[src/rtl/sc_phase_generator_if.sv]
// Two-phase switch-clock generator interface: run/length controls in, phases and status out.
// The master drives the controls; the generator (slave) drives the phase and status outputs.
interface sc_phase_generator_if #(
  parameter int CNT_W = 8
);
  logic             en;
  logic [CNT_W-1:0] phase_len;
  logic [CNT_W-1:0] dead_len;
  logic             phi1;
  logic             phi2;
  logic             running;
  logic             cycle_done;

  modport master (
    output en, phase_len, dead_len,
    input  phi1, phi2, running, cycle_done
  );

  modport slave (
    input  en, phase_len, dead_len,
    output phi1, phi2, running, cycle_done
  );
endinterface

[src/rtl/sc_phase_generator.sv]
// Non-overlapping phi1/phi2 generator for switched-capacitor filters; phi1 rises the cycle after en is sampled.
// No backpressure: en is level-sensitive and a started period always runs to completion.
module sc_phase_generator #(
  parameter int CNT_W = 8
) (
  input  logic                   clk,
  input  logic                   rst,
  sc_phase_generator_if.slave    pg
);

  typedef enum logic [2:0] {
    IDLE  = 3'd0,
    PH1   = 3'd1,
    DEAD1 = 3'd2,
    PH2   = 3'd3,
    DEAD2 = 3'd4
  } state_t;

  localparam logic [CNT_W-1:0] ONE = CNT_W'(1);

  state_t           state;
  state_t           nxt_state;
  logic [CNT_W-1:0] cnt;
  logic [CNT_W-1:0] nxt_cnt;
  logic [CNT_W-1:0] act_p;
  logic [CNT_W-1:0] act_d;
  logic [CNT_W-1:0] nxt_act_p;
  logic [CNT_W-1:0] nxt_act_d;
  logic [CNT_W-1:0] req_p;
  logic [CNT_W-1:0] req_d;
  logic             load;

  // Zero lengths are clamped to 1 so a phase or gap can never vanish.
  assign req_p = (pg.phase_len == '0) ? ONE : pg.phase_len;
  assign req_d = (pg.dead_len  == '0) ? ONE : pg.dead_len;

  always_comb begin
    nxt_state = state;
    nxt_cnt   = cnt;
    nxt_act_p = act_p;
    nxt_act_d = act_d;
    load      = 1'b0;
    if (state != IDLE && cnt != '0) begin
      nxt_cnt = cnt - ONE;
    end else begin
      case (state)
        IDLE:  load = pg.en;
        PH1: begin
          nxt_state = DEAD1;
          nxt_cnt   = act_d - ONE;
        end
        DEAD1: begin
          nxt_state = PH2;
          nxt_cnt   = act_p - ONE;
        end
        PH2: begin
          nxt_state = DEAD2;
          nxt_cnt   = act_d - ONE;
        end
        DEAD2: begin
          if (pg.en) begin
            load = 1'b1;
          end else begin
            nxt_state = IDLE;
            nxt_cnt   = '0;
          end
        end
        default: begin
          nxt_state = IDLE;
          nxt_cnt   = '0;
        end
      endcase
    end
    // Shadow lengths are captured only at a period boundary.
    if (load) begin
      nxt_state = PH1;
      nxt_act_p = req_p;
      nxt_act_d = req_d;
      nxt_cnt   = req_p - ONE;
    end
  end

  always_ff @(posedge clk or posedge rst) begin
    if (rst) begin
      state         <= IDLE;
      cnt           <= '0;
      act_p         <= ONE;
      act_d         <= ONE;
      pg.phi1       <= 1'b0;
      pg.phi2       <= 1'b0;
      pg.running    <= 1'b0;
      pg.cycle_done <= 1'b0;
    end else begin
      state         <= nxt_state;
      cnt           <= nxt_cnt;
      act_p         <= nxt_act_p;
      act_d         <= nxt_act_d;
      // Outputs are decoded from the next state so they sit on flops aligned with the state.
      pg.phi1       <= (nxt_state == PH1);
      pg.phi2       <= (nxt_state == PH2);
      pg.running    <= (nxt_state != IDLE);
      pg.cycle_done <= (nxt_state == DEAD2) && (nxt_cnt == '0);
    end
  end

endmodule

[src/flat_wrapper.sv]
// flat-port wrapper written by rule: the top's interface ports become plain ports
module sc_phase_generator_flat 
#(
  parameter int CNT_W = 8
)
  (clk, rst, pg_en, pg_phase_len, pg_dead_len, pg_phi1, pg_phi2, pg_running, pg_cycle_done);
  sc_phase_generator_if #(.CNT_W(CNT_W)) pg_i ();
  input  logic clk;
  input  logic rst;
  input wire logic [$bits(pg_i.en)-1:0] pg_en;
  input wire logic [$bits(pg_i.phase_len)-1:0] pg_phase_len;
  input wire logic [$bits(pg_i.dead_len)-1:0] pg_dead_len;
  output wire logic [$bits(pg_i.phi1)-1:0] pg_phi1;
  output wire logic [$bits(pg_i.phi2)-1:0] pg_phi2;
  output wire logic [$bits(pg_i.running)-1:0] pg_running;
  output wire logic [$bits(pg_i.cycle_done)-1:0] pg_cycle_done;
  assign pg_i.en = pg_en;
  assign pg_i.phase_len = pg_phase_len;
  assign pg_i.dead_len = pg_dead_len;
  assign pg_phi1 = pg_i.phi1;
  assign pg_phi2 = pg_i.phi2;
  assign pg_running = pg_i.running;
  assign pg_cycle_done = pg_i.cycle_done;
  sc_phase_generator #(.CNT_W(CNT_W)) u_core (.clk(clk), .rst(rst), .pg(pg_i));
endmodule
[config.mk]
export PLATFORM = sky130hd
export DESIGN_NAME = sc_phase_generator_flat
export DESIGN_NICKNAME = d
export VERILOG_FILES = /design/src/rtl/sc_phase_generator_if.sv /design/src/rtl/sc_phase_generator.sv /design/src/flat_wrapper.sv
export SDC_FILE = /design/constraint.sdc
export NUM_CORES = 1
export LEC_CHECK = 0
export CAP_MARGIN = 5
export CORE_ASPECT_RATIO = 0.8
export CORE_MARGIN = 4
export CORE_UTILIZATION = 50
export DETAILED_ROUTE_END_ITERATION = 8
export DONT_BUFFER_PORTS = 1
export GPL_TIMING_DRIVEN = 1
export HOLD_SLACK_MARGIN = 0.05
export PLACE_DENSITY = 0.69
export SYNTH_ARGS = -nofsm -noshare
export SYNTH_HDL_FRONTEND = slang
export SYNTH_SLANG_ARGS = --single-unit
[constraint.sdc]
create_clock -name clk -period 6.7 [get_ports clk]
set_input_delay 1.34 -clock clk [delete_from_list [all_inputs] [get_ports clk]]
set_output_delay 1.34 -clock clk [all_outputs]
set_load 0.1 [all_outputs]
==> out/metrics.cfg, run 1 <==
[run_status]
status = finished clean

[synthesis]
synth_seq_area_share = 0.382
post_synth_and_or_nand_nor_area_fraction = 0.287
synth_cells = 243
synth_compound_area_frac = 0.170
avgSynthCellArea_sq_um = 8.38
synth_nets = 266
async_reset_ff_frac = 1.00
synth-edff-count = 0
ys_seq_elements = 31
synth_warnings = 0
synth_xor_xnor_area_share = 0.0602
synth_top_family_by_area = simple AND/OR/NAND/NOR gates
synth_fa_ha_area_frac = 0.0246
synth_cell_types = 48
muxShareOfSynthArea = 0.0369
ys.flop_type = dfrtp_1
netlist_area_sq_mm = 0.00204

[drt]
drt-vias-per-instance = 6.00
drc = 0
wl_per_cell_microns = 17.5
antenna_left = 0
drtIter0Drc = 218
totalWireLength_microns = 5200
vias = 1787
first_pass_iters = 4

[placement]
dp.final_hpwl_microns = 3800
gp_congestion = 0.926
io_buffers = 0

[critical_path]
slowest_stage = nor4_1
worstReg2RegStart = u_core.state[2]
path_cells = nor4_1, a31oi_1, ha_1, o22a_1, o21ai_0, or4_4, nor4_2
reg2reg_depth = 11
reg2reg_slack_ns = 3.48
crit_cells = 7
worstPathMaxFanout = 5
cp_top_family = simple AND/OR/NAND/NOR gates
required_ns = 6.90
critical_path_buf_inv_count = 0
arrival_ns = 3.43
slowest_delay_ns = 0.54
path_class = input pin to flop
crit_path_end_kind = flop
cp-start-kind = input pin
rr_endpoint = u_core.pg.cycle_done

[min_path]
min_from = u_core.act_d[0]
hp-class = flop to flop
min_path_cells = 2
hold_end = u_core.act_d[0]

[grt]
grt_pass1_wl_microns = 8580
overflow = 0
grt_pass1_vias = 1715
antenna_found_initial = 0
grt.total_usage = 0.220
grt_max_degree = 32

[clocking]
cts_hold_buf = 0
postCtsSetupBuffers = 0
cts_buffers = 5
clk_pin_slew_worst_paths_ns = 0.07
cts_sinks = 31
clkLatencyLatePin_ns = 0.29
cts_tree = yes
clockRootBuffer = clkbuf_8
cts_resized = 0
htree_levels = 2
clockBufferDepth = 2

[sta]
slew_viol_final = 0
period_needed_ns = 3.23
relSlewSlack = 0.394
max_clock_freq_mhz = 310
hold_violations = 0
fin_skew_ns = 0.00475
finalSetupTns_ns = 0
worstMarginPinSlew_ns = 0.910
rsz0062_at_grt = no
fin_crit_sh = 0.482
finalSetupViolCount = 0

[floorplanning]
die_area_sq_mm = 0.00516
num_rows = 20
die_y_microns = 65.1
core_sq_mm = 0.00385
die_w_microns = 79.3
boundaryPins = 23
initial_core_util = 0.528

[power]
cellLeakagePower_nw = 0.976
powerDensity_mw_per_mm2 = 169
power.total_mw = 0.368
vdd_drop_max_uv = 136

[finish]
final_layout_size_suffix_gt1_frac = 0.0947
num-nets-final = 265
area_delta_synth_final_pct = 6.64
diodes = 0

[job]
cap_violations = 0

[worst register-to-register path: stages, from the launching register on]
cell      delay, ns
dfrtp_1        0.73
nand2b_1       0.42
mux2_4         0.38
inv_1          0.07
ha_1           0.23
xor2_1         0.09
nand2_1        0.08
nor2_1         0.05
a21oi_1        0.18
o32ai_1        0.13
or4_4          0.58
nor4_2         0.21
[placed cells by master (no fill, tap or decap), types with 2 or more instances in the layout]
cell      count
nand2_1      57
dfrtp_1      29
nor2_1       21
nor3_1       11
o21ai_0      10
a21oi_1      10
inv_1         8
a31oi_1       7
xnor2_1       7
xor2_1        7
clkbuf_8      7
nor4_1        6
mux2i_1       6
or3_1         6
ha_1          4
nand2b_1      3
o211ai_1      3
or4_1         3
or4_4         2
or3b_2        2
nor3b_1       2
nand3_1       2
and3_1        2
a211oi_1      2
buf_4         2
dfstp_2       2
[metal layers]
| layer | vias to the layer above | routed length, microns | global-route usage |
|---|---|---|---|
| li1 | 863 | - | - |
| met1 | 843 | 2490 | 0.326 |
| met2 | 74 | 2090 | 0.295 |
| met3 | 7 | 558 | 0.0819 |
| met4 | 0 | 59 | 0.0665 |
| met5 | - | 0 | 0 |
[Yosys cell counts (2+ instances only)]
cell type	instances	area, sq um
xnor2_1	7	61.3
nand3_1	2	10.0
nand2b_1	3	18.8
a21oi_1	10	50.1
inv_1	8	30.0
clkbuf_1	6	22.5
ha_1	4	50.1
and3_1	2	12.5
nor3_1	11	55.1
or3b_2	2	17.5
nor4_1	6	37.5
o211ai_1	3	22.5
or4_1	3	22.5
xor2_1	7	61.3
dfrtp_1	29	726
mux2i_1	6	60.1
o21ai_0	10	50.1
a31oi_1	7	43.8
a211oi_1	2	15.0
nand2_1	57	214
nor2_1	21	78.8
dfstp_2	2	52.6
nor3b_1	2	15.0
or4_4	2	22.5
buf_2	3	15.0
or3_1	6	37.5
[how the worst max path moves through the flow]
stage                     slack (ns)                    to            start
after global placement          3.29  u_core.pg.cycle_done  pg_phase_len[3]
after CTS                       3.52  u_core.pg.cycle_done  pg_phase_len[3]
after detailed placement        3.22  u_core.pg.cycle_done  pg_phase_len[3]
final                           3.47  u_core.pg.cycle_done  pg_phase_len[3]
after floorplan                 3.44  u_core.pg.cycle_done  pg_phase_len[3]
after global routing            3.28  u_core.pg.cycle_done  u_core.state[0]
[where the power goes]
group | leakage, nW | internal (mW) | switching, mW
logic | 0.526 | 0.00393 | 0.00794
clock network | 0.0515 | 0.0937 | 0.0742
registers | 0.398 | 0.187 | 0.000232
[state kept, by name, indices dropped and copies added (netlist names)]
register	cells
u_core.act_d	8
u_core.act_p	8
u_core.cnt	8
u_core.state	3
u_core.pg.cycle_done	1
u_core.pg.phi1	1
u_core.pg.phi2	1
u_core.pg.running	1
[area by class of cell]
cell class / instances / area [sq um]
fill: 381 / 1680
inverter: 8 / 30.0
multi-input combinational: 194 / 1180
sequential: 31 / 778
tap: 55 / 68.8
clock buffer: 8 / 100
timing repair buffer: 2 / 15.0
[stage by stage]
step | util | setup slack, ns | area, sq um | hold slack [ns] | cells
floorplan | - | 3.44 | 2040 | 0.457 | 243
global placement | 0.537 | 3.29 | 2070 | 0.483 | 290
detailed placement | 0.537 | 3.22 | 2070 | 0.481 | 290
CTS | 0.563 | 3.52 | 2170 | 0.499 | 298
global route | 0.563 | 3.28 | 2170 | 0.516 | 298
finish | 0.563 | 3.47 | 2170 | 0.496 | 298
[cell families after synthesis]
| logic type | count (synthesis) |
|---|---|
| AOI/OAI and AO/OA | 48 |
| xor gates and xnor gates | 14 |
| adders and majority gates | 4 |
| buffers and inverters | 18 |
| DFF | 31 |
| muxes | 7 |
| and+or+nand+nor | 121 |
(Power assumes the default switching activity.)
==> run 2: changes to the inputs <==
==> constraint.sdc (replaced) <==
create_clock -name clk -period 3 [get_ports clk]
set_input_delay 0.6 -clock clk [delete_from_list [all_inputs] [get_ports clk]]
set_output_delay 0.6 -clock clk [all_outputs]
set_load 0.1 [all_outputs]
==> out/metrics.cfg, run 2 (same netlist as run 1, synthesis figures left out) <==
[grt]
grt_pass1_vias = 1608  ; -6.2%
antenna_found_initial = 0  ; unchanged
grt_max_degree = 20  ; -38%
grt.total_usage = 0.218  ; -0.00231
overflow = 0  ; unchanged
grt_pass1_wl_microns = 8400  ; -2.0%

[clocking]
cts_tree = yes
cts_resized = 0  ; unchanged
htree_levels = 2  ; unchanged
postCtsSetupBuffers = 0  ; unchanged
clockBufferDepth = 2  ; unchanged
clkLatencyLatePin_ns = 0.29  ; about the same
cts_hold_buf = 0  ; unchanged
cts_buffers = 5  ; unchanged
clk_pin_slew_worst_paths_ns = 0.07  ; about the same
cts_sinks = 31  ; unchanged
clockRootBuffer = clkbuf_8

[sta]
hold_violations = 0  ; unchanged
max_clock_freq_mhz = 367
rsz0062_at_grt = no
period_needed_ns = 2.73
slew_viol_final = 0  ; unchanged
fin_skew_ns = 0.00675  ; +0.00200 ns
finalSetupViolCount = 0  ; unchanged
worstMarginPinSlew_ns = 0.920  ; +0.00971 ns
setup_slack_ns = 0.273  ; -3.20 ns
relSlewSlack = 0.387  ; -0.00647
finalSetupTns_ns = 0  ; unchanged
fin_crit_sh = 0.909

[drt]
drc = 0  ; unchanged
drt-vias-per-instance = 5.95  ; -0.82%
drtIter0Drc = 161  ; -26%
wl_per_cell_microns = 16.6  ; -4.7%
first_pass_iters = 4  ; unchanged
vias = 1814  ; +1.5%
antenna_left = 0  ; unchanged
totalWireLength_microns = 5080  ; -2.4%

[floorplanning]
die_y_microns = 65.1  ; unchanged
die_w_microns = 79.3  ; unchanged
die_area_sq_mm = 0.00516  ; unchanged
boundaryPins = 23  ; unchanged
core_sq_mm = 0.00385  ; unchanged
num_rows = 20  ; unchanged
initial_core_util = 0.528  ; unchanged

[critical_path]
worstReg2RegStart = u_core.cnt[0]
critical_path_buf_inv_count = 1  ; +1
crit_path_end_kind = flop
path_class = flop to flop
cp_top_family = simple AND/OR/NAND/NOR gates
slowest_stage = or4_4
cp-start-kind = flop
arrival_ns = 2.92  ; -0.51 ns
slowest_delay_ns = 0.52  ; -0.02 ns
path_cells = inv_1, ha_1, or3b_2, o21ai_4, nand3_4, o22ai_2, a211oi_2, or4_4, nor4_2
worstPathMaxFanout = 9  ; +4
critPathLaunch = u_core.cnt[0]
required_ns = 3.20  ; -3.70 ns

[power]
powerDensity_mw_per_mm2 = 347  ; +110%
cellLeakagePower_nw = 1.00  ; +2.6%
p_int_mw = 0.591  ; +110%
combPwrFrac = 0.036  ; +0.004
p_sw_frac = 0.229  ; +0.00452
p_seq_frac = 0.548  ; +0.037
clkPwrFrac = 0.416  ; -0.041
p_switching_mw = 0.175  ; +110%
power.total_mw = 0.766  ; +110%
vdd_drop_max_uv = 225  ; +65%

[placement]
preCtsSetupSlack_ns = 0.301  ; -2.91 ns
dp.cells = 297  ; +2.4%
dp.final_hpwl_microns = 3890  ; +2.6%
io_buffers = 0  ; unchanged
gp_congestion = 0.909  ; -1.9%
placed_cell_area_sq_mm = 0.00212  ; +2.5%

[job]
cap_violations = 0  ; unchanged

[run_status]
status = finished clean

[min_path]
hp-class = input pin to asynchronous set/reset pin

[finish]
diodes = 0  ; unchanged
final_area_sq_mm = 0.00220  ; +1.6%
final_cell_mix = 57 x nand2_1, 29 x dfrtp_1, 21 x nor2_1, 11 x nor3_1
num-nets-final = 272  ; +2.6%
final_layout_size_suffix_gt1_frac = 0.116  ; +0.0213
final_cells = 305  ; +2.3%
reg_top3 = u_core.act_d: 8 flops, u_core.act_p: 8 flops, u_core.cnt: 8 flops
layout_commonest_cell = nand2_1
area_delta_synth_final_pct = 8.30

-- run 2: changes by cell type in the layout (fill, tap and decap cells not counted), sizes merged --
| cell | delta |
|---|---|
| buf | +7 |
| clkbuf | -1 |
| clkinv | +1 |
-- run 2: final cells by class --
| cell class | instances | area (sq um) |
|---|---|---|
| Multi-Input combinational cell | 194 | 1180 |
| Timing Repair Buffer | 9 | 67.6 |
| Inverter | 8 | 30.0 |
| Tap cell | 55 | 68.8 |
| Sequential cell | 31 | 778 |
| Fill cell | 367 | 1650 |
| Clock inverter | 1 | 5.00 |
| Clock buffer | 7 | 76.3 |
-- run 2: worst paths after layout --
check / endpoint / slack (ns) / cells after the start
min in group clk: u_core.act_d[7] / 0.42 / 2
worst min register to register: u_core.act_p[0] / 0.50 / 2
worst max-delay path: u_core.pg.cycle_done / 0.27 / 9
worst min-delay path: u_core.cnt[7] / 0.22 / 1
worst max register to register: u_core.pg.cycle_done / 0.27 / 9
max in group asynchronous: u_core.act_d[0] / 2.07 / 2
-- run 2: power groups by stage --
stage	registers, mW	clock network, mW	logic [mW]
after floorplan	0.427	0	0.0197
after global placement	0.427	0	0.0280
after detailed placement	0.427	0	0.0278
after CTS	0.419	0.322	0.0282
after global routing	0.419	0.347	0.0318
final	0.419	0.318	0.0280
-- run 2: stage by stage --
| stage | hold slack [ns] | util |
|---|---|---|
| 4_1_cts | 0.243 | 0.572 |
| 3_5_place_dp | 0.487 | 0.551 |
| 6_report | 0.224 | 0.572 |
| 3_3_place_gp | 0.482 | 0.551 |
| 5_1_grt | 0.255 | 0.572 |
| 2_1_floorplan | 0.457 | - |
-- run 2: layer usage --
layer  vias up  routed length, microns  GRT usage
met4         0                      85     0.0837
li1        874                       -          -
met2        87                    2000      0.270
met5         -                       0          0
met3         9                     431     0.0486
met1       844                    2560      0.354
-- run 2: worst register-to-register path, delay by kind of cell (launching register included) --
family	cells	cell delay, ns
flip-flops	1	0.41
AND/OR/NAND/NOR	4	1.42
buffers and inverters	1	0.12
AO/OA/AOI/OAI	3	0.50
adder cells (fa/ha/maj)	1	0.19
==> run 3: changes to the inputs <==
--- a/config.mk
+++ b/config.mk
@@ -9,11 +9,14 @@
 export CORE_ASPECT_RATIO = 0.8
 export CORE_MARGIN = 4
 export CORE_UTILIZATION = 50
+export CTS_BUF_LIST = sky130_fd_sc_hd__clkbuf_16
+export CTS_CLUSTER_SIZE = 16
 export DETAILED_ROUTE_END_ITERATION = 8
 export DONT_BUFFER_PORTS = 1
 export GPL_TIMING_DRIVEN = 1
 export HOLD_SLACK_MARGIN = 0.05
 export PLACE_DENSITY = 0.69
+export SETUP_SLACK_MARGIN = 0.5
 export SYNTH_ARGS = -nofsm -noshare
 export SYNTH_HDL_FRONTEND = slang
 export SYNTH_SLANG_ARGS = --single-unit
==> out/metrics.cfg, run 3 (same netlist as run 1, synthesis figures left out) <==
[run_status]
status = finished clean

[critical_path]
crit_path_end_kind = flop
worstReg2RegStart = u_core.state[2]
slowest_stage = dfrtp_1
cp-start-kind = flop
required_ns = 3.19  ; about the same
critPathLaunch = u_core.state[2]
path_cells = nand2b_4, mux2_4, buf_4, or3_1, and3_1, o41ai_2, o221ai_1, nor4_2
path_class = flop to flop
arrival_ns = 2.65  ; -0.27 ns
slowest_delay_ns = 0.44  ; -0.08 ns
worstPathMaxFanout = 3  ; -6

[sta]
setup_slack_ns = 0.538  ; +0.265 ns
finalSetupViolCount = 0  ; unchanged
fin_crit_sh = 0.821  ; -0.0884
slew_viol_final = 0  ; unchanged
fin_skew_ns = 0.00235  ; -0.00440 ns
max_clock_freq_mhz = 406  ; +11%
rsz0062_at_grt = no
worstMarginPinSlew_ns = 0.888  ; -0.0315 ns
finalSetupTns_ns = 0  ; unchanged
relSlewSlack = 0.408  ; +0.0210
hold_violations = 0  ; unchanged
period_needed_ns = 2.46  ; -0.265 ns

[grt]
grt_pass1_vias = 1779  ; +11%
overflow = 0  ; unchanged
grt_pass1_wl_microns = 8800  ; +4.7%
antenna_found_initial = 0  ; unchanged
grt.total_usage = 0.226  ; +0.00778
grt_max_degree = 32  ; +60%

[power]
cellLeakagePower_nw = 1.10  ; +10%
vdd_drop_max_uv = 300  ; +33%
power.total_mw = 0.925  ; +21%
powerDensity_mw_per_mm2 = 380  ; +9.4%

[placement]
preCtsSetupSlack_ns = 0.380  ; +0.0785 ns
io_buffers = 0  ; unchanged
dp.final_hpwl_microns = 3810  ; -2.3%
gp_congestion = 0.907  ; -0.26%

[job]
cap_violations = 0  ; unchanged

[clocking]
cts_tree = yes
cts_sinks = 31  ; unchanged
htree_levels = 2  ; unchanged
clk_pin_slew_worst_paths_ns = 0.05  ; -0.02 ns
cts_hold_buf = 0  ; unchanged
clockBufferDepth = 2  ; unchanged
clockRootBuffer = clkbuf_16
clkLatencyLatePin_ns = 0.28  ; about the same
cts_buffers = 5  ; unchanged

[drt]
drt-vias-per-instance = 6.16  ; +3.5%
vias = 1946  ; +7.3%
first_pass_iters = 7  ; +3
drc = 0  ; unchanged
wl_per_cell_microns = 17.1  ; +2.9%
antenna_left = 0  ; unchanged
drtIter0Drc = 260  ; +61%
totalWireLength_microns = 5410  ; +6.7%

[finish]
reg_top3 = u_core.act_d: 8 flops, u_core.act_p: 8 flops, u_core.cnt: 8 flops
area_delta_synth_final_pct = 19.5
final_layout_size_suffix_gt1_frac = 0.207  ; +0.0909
final_cell_mix = 57 x nand2_1, 28 x dfrtp_1, 21 x nor2_1, 19 x buf_4, 11 x nor3_1
layout_commonest_cell = nand2_1
final_core_util = 0.631  ; +0.0594
num-nets-final = 283  ; +4.0%
fillers = 351  ; -4.4%
diodes = 0  ; unchanged

[min_path]
hp-class = input pin to asynchronous set/reset pin

[floorplanning]
die_y_microns = 65.1  ; unchanged
num_rows = 20  ; unchanged
die_area_sq_mm = 0.00516  ; unchanged
core_sq_mm = 0.00385  ; unchanged
initial_core_util = 0.528  ; unchanged
boundaryPins = 23  ; unchanged
die_w_microns = 79.3  ; unchanged

==> run 3: timing repair <==
action                                  in CTS  in global routing
pin swaps                                    0                  6
gates resized for setup                      4                 14
endpoints found under the setup margin       1                  1
setup buffers                                2                  8
==> run 3: cell type report <==
class	instances	area, sq um	share of cell area
clock inverters	3	11.3	0.00463
clock buffers	5	125	0.0514
inverters	8	30.0	0.0123
flip-flops and latches	31	779	0.320
multi-input cells	194	1260	0.520
well taps	55	68.8	0.0283
repair buffers	20	154	0.0632
==> run 3: stage by stage <==
stage	area, sq um	cells	hold WS (ns)
floorplan	2050	243	0.457
CTS	2310	308	0.314
finish	2430	316	0.294
global route	2430	316	0.343
global placement	2150	298	0.479
detailed placement	2150	298	0.490
==> run 3: path summary, 6_finish.rpt <==
check	slack, ns	cells after the start	to
min reg2reg	0.50	2	u_core.act_d[0]
min in group clk	0.43	2	u_core.act_d[4]
max	0.54	8	u_core.pg.cycle_done
max reg2reg	0.54	8	u_core.pg.cycle_done
max in group asynchronous	2.38	2	u_core.act_p[0]
min	0.29	2	u_core.cnt[5]
==> run 3: power by group <==
| group | leakage, nW | switching [mW] | internal [mW] |
|---|---|---|---|
| clock network | 0.0701 | 0.180 | 0.298 |
| logic | 0.634 | 0.0171 | 0.00899 |
| registers | 0.398 | 0.000844 | 0.419 |
| total | 1.10 | 0.198 | 0.727 |
==> run 3: critical path: cells and delay by family, from the launching register on <==
family | cells | cell delay, ns
buffers and inverters | 1 | 0.14
and+or+nand+nor | 4 | 0.89
AOI/OAI and AO/OA | 2 | 0.57
muxes | 1 | 0.32
DFF | 1 | 0.44
==> run 3: metal layers <==
layer / track usage / part of all wire / up-vias
met5: 0 / 0 / -
met4: 0.0944 / 0.019 / 0
met3: 0.0500 / 0.091 / 13
met2: 0.304 / 0.42 / 110
met1: 0.344 / 0.47 / 926
li1: - / - / 897
